`src/rtl/multicycle_ctrl_fsm.sv`:
```
// ---------------------------------------------------------------------------
// multicycle_ctrl_fsm
//   Multicycle processor control unit. Sequences each instruction through
//   FETCH / DECODE / EXECUTE / MEM / WRITEBACK, decodes the opcode from the
//   instruction register and drives every datapath control strobe.
//   Supports R-type, LW, SW, BEQ, J and ADDI, memory wait states through
//   mem_ready, a sticky illegal-opcode trap and a retired-instruction counter.
//
// Ports
//   clk          in   rising-edge clock
//   reset        in   synchronous, active-high reset
//   opCode       in   opcode field of the instruction register
//   mem_ready    in   memory completes its access this cycle
//   PCWrite .. RegDst        out  1-bit datapath strobes
//   ALUOp, ALUSrcB, PCSource out  2-bit datapath selects
//   state        out  current state encoding (debug)
//   illegal_op   out  sticky flag: an unknown opcode was decoded
//   instr_count  out  retired-instruction count (wraps)
// ---------------------------------------------------------------------------
module multicycle_ctrl_fsm #(
  parameter int                     OPCODE_W    = 6,
  parameter int                     CNT_W       = 32,
  parameter bit                     MEM_WAIT_EN = 1'b1,
  parameter logic [OPCODE_W-1:0]    OP_RTYPE    = OPCODE_W'(0),
  parameter logic [OPCODE_W-1:0]    OP_LW       = OPCODE_W'(35),
  parameter logic [OPCODE_W-1:0]    OP_SW       = OPCODE_W'(43),
  parameter logic [OPCODE_W-1:0]    OP_BEQ      = OPCODE_W'(4),
  parameter logic [OPCODE_W-1:0]    OP_J        = OPCODE_W'(2),
  parameter logic [OPCODE_W-1:0]    OP_ADDI     = OPCODE_W'(8)
) (
  input  logic                clk,
  input  logic                reset,
  input  logic [OPCODE_W-1:0] opCode,
  input  logic                mem_ready,
  output logic                PCWrite,
  output logic                PCWriteCond,
  output logic                IorD,
  output logic                MemRead,
  output logic                MemWrite,
  output logic                MemtoReg,
  output logic                IRWrite,
  output logic                ALUSrcA,
  output logic                RegWrite,
  output logic                RegDst,
  output logic [1:0]          ALUOp,
  output logic [1:0]          ALUSrcB,
  output logic [1:0]          PCSource,
  output logic [3:0]          state,
  output logic                illegal_op,
  output logic [CNT_W-1:0]    instr_count
);

  typedef enum logic [3:0] {
    S_FETCH  = 4'd0,
    S_DECODE = 4'd1,
    S_MEMADR = 4'd2,
    S_MEMRD  = 4'd3,
    S_MEMWB  = 4'd4,
    S_MEMWR  = 4'd5,
    S_EXEC   = 4'd6,
    S_RWB    = 4'd7,
    S_BRANCH = 4'd8,
    S_JUMP   = 4'd9,
    S_ADDIEX = 4'd10,
    S_ADDIWB = 4'd11,
    S_TRAP   = 4'd12
  } state_t;

  state_t           r_state;
  logic [CNT_W-1:0] r_instr_count;
  logic             r_illegal_op;
  logic             w_rdy;

  // With wait states disabled the memory is assumed to always complete.
  assign w_rdy = mem_ready | ~MEM_WAIT_EN;

  // NOTE: sequential state uses non-blocking (<=) so every register samples
  // the pre-edge values; blocking here would create order-dependent races.
  always_ff @(posedge clk) begin
    if (reset) begin
      r_state       <= S_FETCH;
      r_instr_count <= '0;
      r_illegal_op  <= 1'b0;
    end else begin
      case (r_state)
        S_FETCH:  if (w_rdy) r_state <= S_DECODE;
        S_DECODE: begin
          if (opCode == OP_LW || opCode == OP_SW) r_state <= S_MEMADR;
          else if (opCode == OP_RTYPE)            r_state <= S_EXEC;
          else if (opCode == OP_BEQ)              r_state <= S_BRANCH;
          else if (opCode == OP_J)                r_state <= S_JUMP;
          else if (opCode == OP_ADDI)             r_state <= S_ADDIEX;
          else begin
            r_state      <= S_TRAP;
            r_illegal_op <= 1'b1;
          end
        end
        // IR is still stable here, so opCode is re-read instead of copied.
        S_MEMADR: r_state <= (opCode == OP_LW) ? S_MEMRD : S_MEMWR;
        S_MEMRD:  if (w_rdy) r_state <= S_MEMWB;
        S_MEMWR: begin
          if (w_rdy) begin
            r_state       <= S_FETCH;
            r_instr_count <= r_instr_count + 1'b1;
          end
        end
        S_EXEC:   r_state <= S_RWB;
        S_ADDIEX: r_state <= S_ADDIWB;
        S_MEMWB, S_RWB, S_ADDIWB, S_BRANCH, S_JUMP: begin
          r_state       <= S_FETCH;
          r_instr_count <= r_instr_count + 1'b1;
        end
        S_TRAP:   r_state <= S_TRAP;
        default:  r_state <= S_FETCH;
      endcase
    end
  end

  // Moore outputs decoded from the current state. FETCH qualifies the PC and
  // IR writes with rdy so a stalled fetch increments the PC only once.
  always_comb begin
    // NOTE: every output gets a default before the case so no path leaves one
    // unassigned, which would otherwise infer a latch.
    PCWrite     = 1'b0;
    PCWriteCond = 1'b0;
    IorD        = 1'b0;
    MemRead     = 1'b0;
    MemWrite    = 1'b0;
    MemtoReg    = 1'b0;
    IRWrite     = 1'b0;
    ALUSrcA     = 1'b0;
    RegWrite    = 1'b0;
    RegDst      = 1'b0;
    ALUOp       = 2'b00;
    ALUSrcB     = 2'b00;
    PCSource    = 2'b00;
    case (r_state)
      S_FETCH: begin
        MemRead = 1'b1;
        ALUSrcB = 2'b01;
        IRWrite = w_rdy;
        PCWrite = w_rdy;
      end
      S_DECODE: ALUSrcB = 2'b11;
      S_MEMADR, S_ADDIEX: begin
        ALUSrcA = 1'b1;
        ALUSrcB = 2'b10;
      end
      S_MEMRD: begin
        MemRead = 1'b1;
        IorD    = 1'b1;
      end
      S_MEMWR: begin
        MemWrite = 1'b1;
        IorD     = 1'b1;
      end
      S_MEMWB: begin
        RegWrite = 1'b1;
        MemtoReg = 1'b1;
      end
      S_ADDIWB: RegWrite = 1'b1;
      S_EXEC: begin
        ALUSrcA = 1'b1;
        ALUOp   = 2'b10;
      end
      S_RWB: begin
        RegWrite = 1'b1;
        RegDst   = 1'b1;
      end
      S_BRANCH: begin
        ALUSrcA     = 1'b1;
        ALUOp       = 2'b01;
        PCWriteCond = 1'b1;
        PCSource    = 2'b01;
      end
      S_JUMP: begin
        PCWrite  = 1'b1;
        PCSource = 2'b10;
      end
      default: ;
    endcase
    // Architectural writes are suppressed for the whole reset cycle, even
    // though the state register only returns to FETCH on the next edge.
    if (reset) begin
      PCWrite     = 1'b0;
      PCWriteCond = 1'b0;
      IRWrite     = 1'b0;
      MemWrite    = 1'b0;
      RegWrite    = 1'b0;
    end
  end

  assign state       = r_state;
  assign illegal_op  = r_illegal_op;
  assign instr_count = r_instr_count;

endmodule

```
`config.mk`:
```
export PLATFORM = sky130hd
export DESIGN_NAME = multicycle_ctrl_fsm
export DESIGN_NICKNAME = d
export VERILOG_FILES = /design/src/rtl/multicycle_ctrl_fsm.sv
export SDC_FILE = /design/constraint.sdc
export NUM_CORES = 1
export LEC_CHECK = 0
export CORE_ASPECT_RATIO = 0.6
export CORE_MARGIN = 2
export CORE_UTILIZATION = 45
export CTS_CLUSTER_DIAMETER = 60
export DETAILED_ROUTE_END_ITERATION = 8
export PLACE_DENSITY = 0.76
export SLEW_MARGIN = 10
export SYNTH_ARGS = -nofsm -noshare
export SYNTH_HDL_FRONTEND = slang
export SYNTH_SLANG_ARGS = --single-unit
```
`constraint.sdc`:
```
create_clock -name clk -period 7 [get_ports clk]
set_clock_uncertainty 0.2 [all_clocks]
set_input_delay 1.4 -clock clk [delete_from_list [all_inputs] [get_ports clk]]
set_output_delay 1.4 -clock clk [all_outputs]
set_load 0.01 [all_outputs]
```
-- Yosys cells after proc, flatten, opt, wreduce, memory -nomap -nowiden
Index checks and enable logic that the tools add are counted.
- output and inout bits: 53
- register bits: 37
- word-level logic and storage cells: 72
- input bits: 9
- equality and inequality tests: 20
- bitwise operators: 5
- add/sub/neg operators: 1
- multiplexer cells: 30
- reduce and logical (&&, ||, !) cells: 13
- operators with widths (kind ; number):
    case mux 32 bit (2 select lines) ; 1
    adder 32 x 1 -> 32 bit, second input constant ; 1
    2-to-1 mux 32 bit ; 1
    case mux 4 bit (8 select lines) ; 1
    equality test 4 bit, second input constant ; 5
    2-to-1 mux 4 bit ; 5
    equality test 4 x 3 -> 1 bit, second input constant ; 4
    2-to-1 mux 1 bit ; 14
    equality test 6 bit, second input constant ; 2
    2-to-1 mux 3 bit ; 4
    equality test 4 x 2 -> 1 bit, second input constant ; 2
    case mux 2 bit (2 select lines) ; 2
    equality test 6 x 2 -> 1 bit, second input constant ; 1
    equality test 6 x 3 -> 1 bit, second input constant ; 1
    equality test 6 x 4 -> 1 bit, second input constant ; 1
    zero test 6 bit ; 1
    inequality test 2 bit, second input constant ; 3
    case mux 2 bit (3 select lines) ; 1
    AND reduction 6 bit ; 1
    OR reduction 2 bit ; 3
    NOT 1 bit ; 5
    OR reduction 5 bit ; 1
    equality test 4 x 1 -> 1 bit, second input constant ; 1
    zero test 4 bit ; 1
    other kinds (7) ; 7

-- Depth between registers and ports, before layout
Gate-level depths: netlist (run 1).
- depth after elaboration: 7
- mapped depth: 8

-- Worst setup path before layout (run 1)
OpenSTA, ideal clock, no wires.
- path type: input-to-output
- start point: in reset
- end point: out RegWrite
- required time: 5.400 ns
- arrival: 2.271 ns
- slack: 3.129 ns
- stages: 4
- cells stage by stage: clkbuf_1 > clkbuf_1 > buf_1 > nor2_1
- cells in the longest elaborated chain, start to end: 1
- RTL lines (item ; RTL line ; source):
    from (decl) ; 32 ; input logic reset,
    2-to-1 mux 1 bit ; 184 ; if (reset) begin
    to (decl) ; 43 ; output logic RegWrite,
Every way passes these cells.

-- Worst setup path in the final report (run 1)
- start point: in reset
- end point: out PCWrite
- cells in the longest elaborated chain, start to end: 1
- RTL lines (item ; RTL line ; source):
    2-to-1 mux 1 bit ; 184 ;
    to (decl) ; 35 ; output logic PCWrite,
Every way passes these cells.

==> metrics, run 1 <==
status finished, final reports clean; register bit total from synthesis 37; Power per Cell Area 188 nW/µm²; Seq pwr share 44.4%; drt wl/cell 14.5 µm; post-layout min period 4770 ps; Slew HR 27.8%; worst r2r src state[2]; register area share after synthesis 34.1%; Fin Setup TNS 0 ps; H-tree level count 2; fmax 0.209 GHz; Leak Pwr 0.887 nW; Int Pwr 0.000375 W; share of layout cells above drive strength 1 5.15%; Area growth syn-to-layout 32.2%; synth unique cells 49; vias in the first global route 1932; TritonCTS buffer count 5; ant diodes 0; Net Sw Frac 30.6%; Worst EP arrival 3170 ps; YS warnings 0; post-synthesis cell count 280; commonest non-fill, non-tap cells in the layout clkdlybuf4s50_1, nor2_1, dfxtp_1, nand2_1, xnor2_1; pins over their slew limit 0; I/O pins 62; FF-to-FF path depth 5; Post-Route WL 5710 µm; critical path startpoint category primary input; row count 19; clock root cell clkbuf_8; synth top area cells dfxtp_1, xnor2_1, nor2_1; clk sinks 37; syn avg cell area 7.75 µm²; TritonRoute pass-1 iters 4; drt initial violations 154; DRC 0; final cycle utilization of the critical path 68.2%; Setup crit end kind primary output; reg2reg setup slack 3780 ps; Max Cap Viol 0; hold_buf cts 0; clk_lat worst skew 290 ps; Switch Pwr 0.000165 W; clk slew on worst S/H paths 70 ps; final setup vio count 0; Min-Delay Path Class flip-flop to flip-flop; first-pass GRT wire length 9520 µm; Yosys top cell area share 34.1%; clock share of power 30.1%; post-cts repair resize count 0; Vias/cell 5.55; Final GP Congestion 0.880; DIE WIDTH 93.7 µm; chip height 57.8 µm; Port Buf Inserts 61; total gr overflow 0; Worst Setup Path Type primary input to primary output; dpl cells 385; cell taking the most area after synthesis dfxtp_1; largest net degree at the start of global routing 43; Final Hold Vio Count 0; Required @ worst endpoint 5400 ps; worst setup path startpoint reset; worst slew pin tran 1070 ps; synthesized area 2170 µm²; maximum fanout along the worst path 42; Core Region 4610 µm²; GRT Util Overall 22.2%; Post-CTS Setup Bufs 0; syn nets 290; CTS tree done; routed via count 2180; DRT antenna net count 0; initial antenna violation count 0; crit path capture PCWrite; VDD IR max 0.151 mV; Final HPWL DP 4220 µm; nets@finish 339; Starting Density 47.1%; Clock Path Buffers 2; Comb pwr share 25.4%; Total Power 0.000540 W; commonest non-fill, non-tap cell in the layout clkdlybuf4s50_1; DIE AREA 5410 µm²; RR Endpoint instr_count[25]; final cell count without fillers 393; RSZ-0062 raised after global routing no
## per-layer routing
metal | track usage, % | share of wire, % | vias up
met3 | 5.07 | 6.5 | 5
met5 | 0 | 0 | -
met4 | 6.00 | 0.53 | 0
met1 | 36.3 | 53 | 1002
met2 | 28.2 | 40 | 75
li1 | - | - | 1098
## how the worst min path moves through the flow
stage	start	cells past startpoint	to	slack (ps)
6_report	illegal_op	2	illegal_op	290
5_1_grt	illegal_op	2	illegal_op	310
4_1_cts	illegal_op	2	illegal_op	290
3_5_place_dp	illegal_op	2	illegal_op	270
3_3_place_gp	illegal_op	2	illegal_op	270
2_1_floorplan	illegal_op	2	illegal_op	300
## Yosys cell counts, drive strengths merged
cell type  number
nand4           8
inv             3
o41a            1
and2            4
nor3b           2
buf            12
maj3            1
xor2            4
o21ba           2
o41ai           1
nor4b           1
o22ai           1
nor4           12
dfxtp          37
and3            6
mux2            1
mux2i           1
or4             5
a211oi          3
o31a            1
xnor2          19
ha              1
nor2           42
o311a           1
nor3           16
o21bai          2
o21ai           7
nor2b           3
or3             9
o211ai          1
and4            4
nand2b          6
a41oi           1
clkbuf          8
or2             3
o21a            2
nor4bb          1
a2111oi         2
o32a            1
a21oi          13
nand3          13
nand2          19
## cell type report
cell class / instances / area, µm²
Clock buffer: 7 / 96.3
Sequential cell: 37 / 741
Multi-Input combinational cell: 220 / 1320
Tap cell: 63 / 78.8
Fill cell: 413 / 1740
Inverter: 3 / 11.3
Clock inverter: 1 / 5.00
Timing Repair Buffer: 62 / 618
## power groups by stage
| stage | combinational [W] | clock (W) | sequential [W] |
|---|---|---|---|
| final | 0.000137 | 0.000163 | 0.000240 |
| after global routing | 0.000148 | 0.000176 | 0.000243 |
| after CTS | 0.000136 | 0.000167 | 0.000239 |
| after detailed placement | 0.000135 | 0 | 0.000244 |
| after global placement | 0.000135 | 0 | 0.000244 |
| after floorplan | 0.0000934 | 0 | 0.000231 |
## critical path: stages
cell and delay, ps:
clkdlybuf4s50_1 480, buf_4 400, nor3_1 120, or2_2 290, clkdlybuf4s50_1 480
## stage by stage
| step | util (%) | hold WS (ps) | cell area (µm²) | setup WS [ps] |
|---|---|---|---|---|
| final | 62.2 | 287 | 2870 | 2230 |
| after global placement | 60.0 | 270 | 2770 | 2290 |
| after floorplan | - | 305 | 2170 | 3130 |
| after detailed placement | 60.0 | 268 | 2770 | 2250 |
| after global routing | 62.2 | 315 | 2870 | 2170 |
| after CTS | 62.2 | 290 | 2870 | 2230 |
## flip-flops by register name, summed over array words and instances, names as in the netlist
register     count
illegal_op       1
instr_count     32
state            4
## cell families after synthesis
logic type      count (synthesis)  share of synthesized area [%]
buf+inv                        23                           5.07
flops                          37                           34.1
simple gates                  154                           37.5
mux                             2                          0.980
fa+ha+maj                       2                           1.04
xor+xnor                       23                           9.28
compound gates                 39                           12.0
(Power assumes the default switching activity.)
==> inputs of run 2 (changes only) <==
==> constraint.sdc (replaced) <==
create_clock -name clk -period 4.6 [get_ports clk]
set_clock_uncertainty 0.2 [all_clocks]
set_input_delay 0.92 -clock clk [delete_from_list [all_inputs] [get_ports clk]]
set_output_delay 0.92 -clock clk [all_outputs]
set_load 0.01 [all_outputs]
==> metrics, run 2 (synthesis results as in run 1) <==
chip height 57.8 µm; DIE WIDTH 93.7 µm; clk sinks 37; post-layout min period 3790 ps; worst slew pin tran 747 ps; clock root cell clkbuf_8; DRT antenna net count 0; Starting Density 47.1%; commonest non-fill, non-tap cells in the layout clkdlybuf4s50_1, nor2_1, dfxtp_1, nand2_1, xnor2_1; Final HPWL DP 4190 µm; Area growth syn-to-layout 31.7%; Setup crit end kind primary output; clk_lat worst skew 290 ps; Worst EP arrival 2670 ps; share of layout cells above drive strength 1 5.14%; final hold slack 281 ps; fillers 423; nets@finish 340; DRC 0; Slew HR 50.2%; Power per Cell Area 278 nW/µm²; Required @ worst endpoint 3480 ps; I/O pins 62; commonest non-fill, non-tap cell in the layout clkdlybuf4s50_1; maximum fanout along the worst path 42; max FFs per register 32; drt initial violations 218; Vias/cell 5.60; Total Power 0.000795 W; VDD IR max 0.213 mV; total gr overflow 0; final cycle utilization of the critical path 82.4%; Min-Delay Path Class flip-flop to flip-flop; critical path startpoint category primary input; Worst Setup Path Type primary input to primary output; Place WS 805 ps; CTS tree done; row count 19; ant diodes 0; Final GP Congestion 0.857; Leak Pwr 0.883 nW; Clock Path Buffers 2; RSZ-0062 raised after global routing no; GRT Util Overall 22.2%; Max Cap Viol 0; Post-CTS Setup Bufs 0; first-pass GRT wire length 9420 µm; status finished, final reports clean; Port Buf Inserts 61; TritonRoute pass-1 iters 5; clk slew on worst S/H paths 70 ps; drt wl/cell 14.6 µm; post-cts repair resize count 0; pins over their slew limit 0; DIE AREA 5410 µm²; final setup vio count 0; Core Region 4610 µm²; Post-Route WL 5750 µm; routed via count 2208; Fin Setup TNS 0 ps; TritonCTS buffer count 5; H-tree level count 2; setup ws final 808 ps; fmax 0.264 GHz; Final Hold Vio Count 0; hold_buf cts 0; vias in the first global route 1867; largest net degree at the start of global routing 43; initial antenna violation count 0
[run 2: metrics by stage]
stage          instances  utilization [%]  cell area, µm²
2_1_floorplan        280                -            2170
4_1_cts              394             62.0            2860
3_5_place_dp         386             60.2            2780
6_report             394             62.0            2860
3_3_place_gp         386             60.2            2780
5_1_grt              394             62.0            2860
[run 2: report_power, final]
part,internal (W),switching (W),leakage [nW]
registers,0.000331,0.0000346,0.299
clock network,0.000105,0.000113,0.0450
logic,0.000107,0.000104,0.539
total,0.000543,0.000252,0.883
[run 2: layout make-up]
type	count	area (µm²)	share of cell area, %
Tap cell	63	78.8	2.76
Multi-Input combinational cell	220	1320	46.2
Clock inverter	2	10.0	0.350
Inverter	3	11.3	0.394
Clock buffer	6	72.6	2.54
Timing Repair Buffer	63	626	21.9
Sequential cell	37	741	25.9
[run 2: final timing paths]
path	depth (start not counted)	slack (ps)	to	from
worst max-delay path	5	810	PCWrite	reset
worst min-delay path	2	280	illegal_op	illegal_op
worst max register to register	5	1380	instr_count[25]	state[2]
worst min register to register	2	280	illegal_op	illegal_op
[run 2: critical path, stage by stage]
cell,delay (ps)
clkdlybuf4s50_1,490
buf_4,390
nor3_1,110
or2_2,280
clkdlybuf4s50_1,470
[run 2: per-layer routing]
metal	GRT usage (%)	up-vias	wire, µm
li1	-	1111	-
met1	35.8	1005	3060
met2	27.5	83	2240
met3	6.37	9	378
met4	6.63	0	73
met5	0	-	0
==> inputs of run 3 (changes only) <==
==> constraint.sdc (replaced) <==
create_clock -name clk -period 3.89 [get_ports clk]
set_clock_uncertainty 0.2 [all_clocks]
set_input_delay 0.778 -clock clk [delete_from_list [all_inputs] [get_ports clk]]
set_output_delay 0.778 -clock clk [all_outputs]
set_load 0.01 [all_outputs]
==> metrics, run 3 (synthesis results as in run 1) <==
Port Buf Inserts 61; Clock Path Buffers 2; post-cts repair resize count 0; status finished, final reports clean; CP cell instances clkdlybuf4s50_1 > nor3_1 > and3_1 > or2_2 > clkdlybuf4s50_1; Top cell by count, worst path clkdlybuf4s50_1; max FFs per register 32; Core Region 4610 µm²; TritonCTS buffer count 5; gr busiest metal met1; Final HPWL DP 4210 µm; VDD IR max 0.179 mV; routed via count 2221; DRT antenna net count 0; drt wl/cell 14.9 µm; Post-Route WL 5870 µm; total gr overflow 0; post-layout min period 3390 ps; Fin Setup TNS 0 ps; Hold Crit Depth 2; dpl cells 386; Setup crit end kind primary output; pins over their slew limit 0; commonest non-fill, non-tap cell in the layout clkdlybuf4s50_1; critical path's slowest cell clkdlybuf4s50_1; initial antenna violation count 0; final cycle utilization of the critical path 87.1%; Vias/cell 5.64; Leak Pwr 0.883 nW; nets@finish 340; Buf/Inv on CP 2; worst slew pin tran 1200 ps; ant diodes 0; drt initial violations 129; I/O pins 62; Worst EP arrival 2410 ps; Worst Setup Path Type primary input to primary output; fin util 62.0%; FF-to-FF path depth 5; first-pass GRT wire length 9540 µm; Post-CTS Setup Bufs 0; vias in the first global route 1899; M1 GR Usage 36.9%; H-tree level count 2; maximum fanout along the worst path 6; Max Cap Viol 0; met2 global-route usage 28.6%; DRC 0; largest net degree at the start of global routing 39; fmax 0.295 GHz; row count 19; TritonRoute pass-1 iters 4; WP depth 5; critical path startpoint category primary input; RSZ-0062 raised after global routing no; DIE WIDTH 93.7 µm; met3 GRT Util 5.20%; Min-Delay Path Class flip-flop to flip-flop; CTS tree done; commonest non-fill, non-tap cells in the layout clkdlybuf4s50_1, nor2_1, dfxtp_1, nand2_1, xnor2_1; Place WS 363 ps; DIE AREA 5410 µm²; Final Hold Vio Count 0; clk slew on worst S/H paths 70 ps; Slew HR 19.4%; hold_buf cts 0; final setup vio count 0; clock root cell clkbuf_8; final cell count without fillers 394; clk sinks 37; share of layout cells above drive strength 1 5.14%; Starting Density 47.1%; Area growth syn-to-layout 31.7%; Final GP Congestion 0.839; clk_lat worst skew 290 ps; Power per Cell Area 327 nW/µm²; chip height 57.8 µm; Required @ worst endpoint 2910 ps; setup ws final 502 ps; critical path's top delay family buffers and inverters; GRT Util Overall 22.2%; CP peak stage delay 560 ps
==> run 3: cell counts in the layout (fill, tap and decap cells not counted) <==
Identical to the previous run, type by type.
==> run 3: worst paths after layout <==
| path | endpoint | startpoint | slack, ps |
|---|---|---|---|
| max | PCWrite | reset | 500 |
| min | illegal_op | illegal_op | 290 |
| max reg2reg | instr_count[25] | state[2] | 680 |
| min reg2reg | illegal_op | illegal_op | 290 |
==> run 3: area by class of cell <==
| class | count | area [µm²] |
|---|---|---|
| Fill cell | 412 | 1750 |
| Tap cell | 63 | 78.8 |
| Clock inverter | 2 | 10.0 |
| Sequential cell | 37 | 741 |
| Multi-Input combinational cell | 220 | 1320 |
| Clock buffer | 6 | 72.6 |
| Inverter | 3 | 11.3 |
| Timing Repair Buffer | 63 | 626 |
==> run 3: worst reg2reg max path: stages (launching register included) <==
cell     delay, ps
dfxtp_1        740
nor2_1         270
or4_4          710
or4_1          710
or3_1          390
a21oi_1        130
==> run 3: routing by layer <==
metal  up-vias  part of all wire [%]
met5         -                     0
met4         0                  0.46
met3         4                   6.6
met2        83                    40
met1      1031                    53
li1       1103                     -
==> run 3: stage by stage <==
stage / area (µm²) / total power, W / hold slack, ps
after detailed placement: 2780 / 0.000684 / 275
after global routing: 2860 / 0.000984 / 329
final: 2860 / 0.000936 / 291
after CTS: 2860 / 0.000935 / 303
after global placement: 2780 / 0.000684 / 260
after floorplan: 2170 / 0.000584 / 305
==> run 3: power breakdown <==
group / switching [W] / leakage (nW) / internal (W)
registers: 0.0000329 / 0.299 / 0.000391
logic: 0.000129 / 0.539 / 0.000125
clock network: 0.000133 / 0.0450 / 0.000124
total: 0.000295 / 0.883 / 0.000641
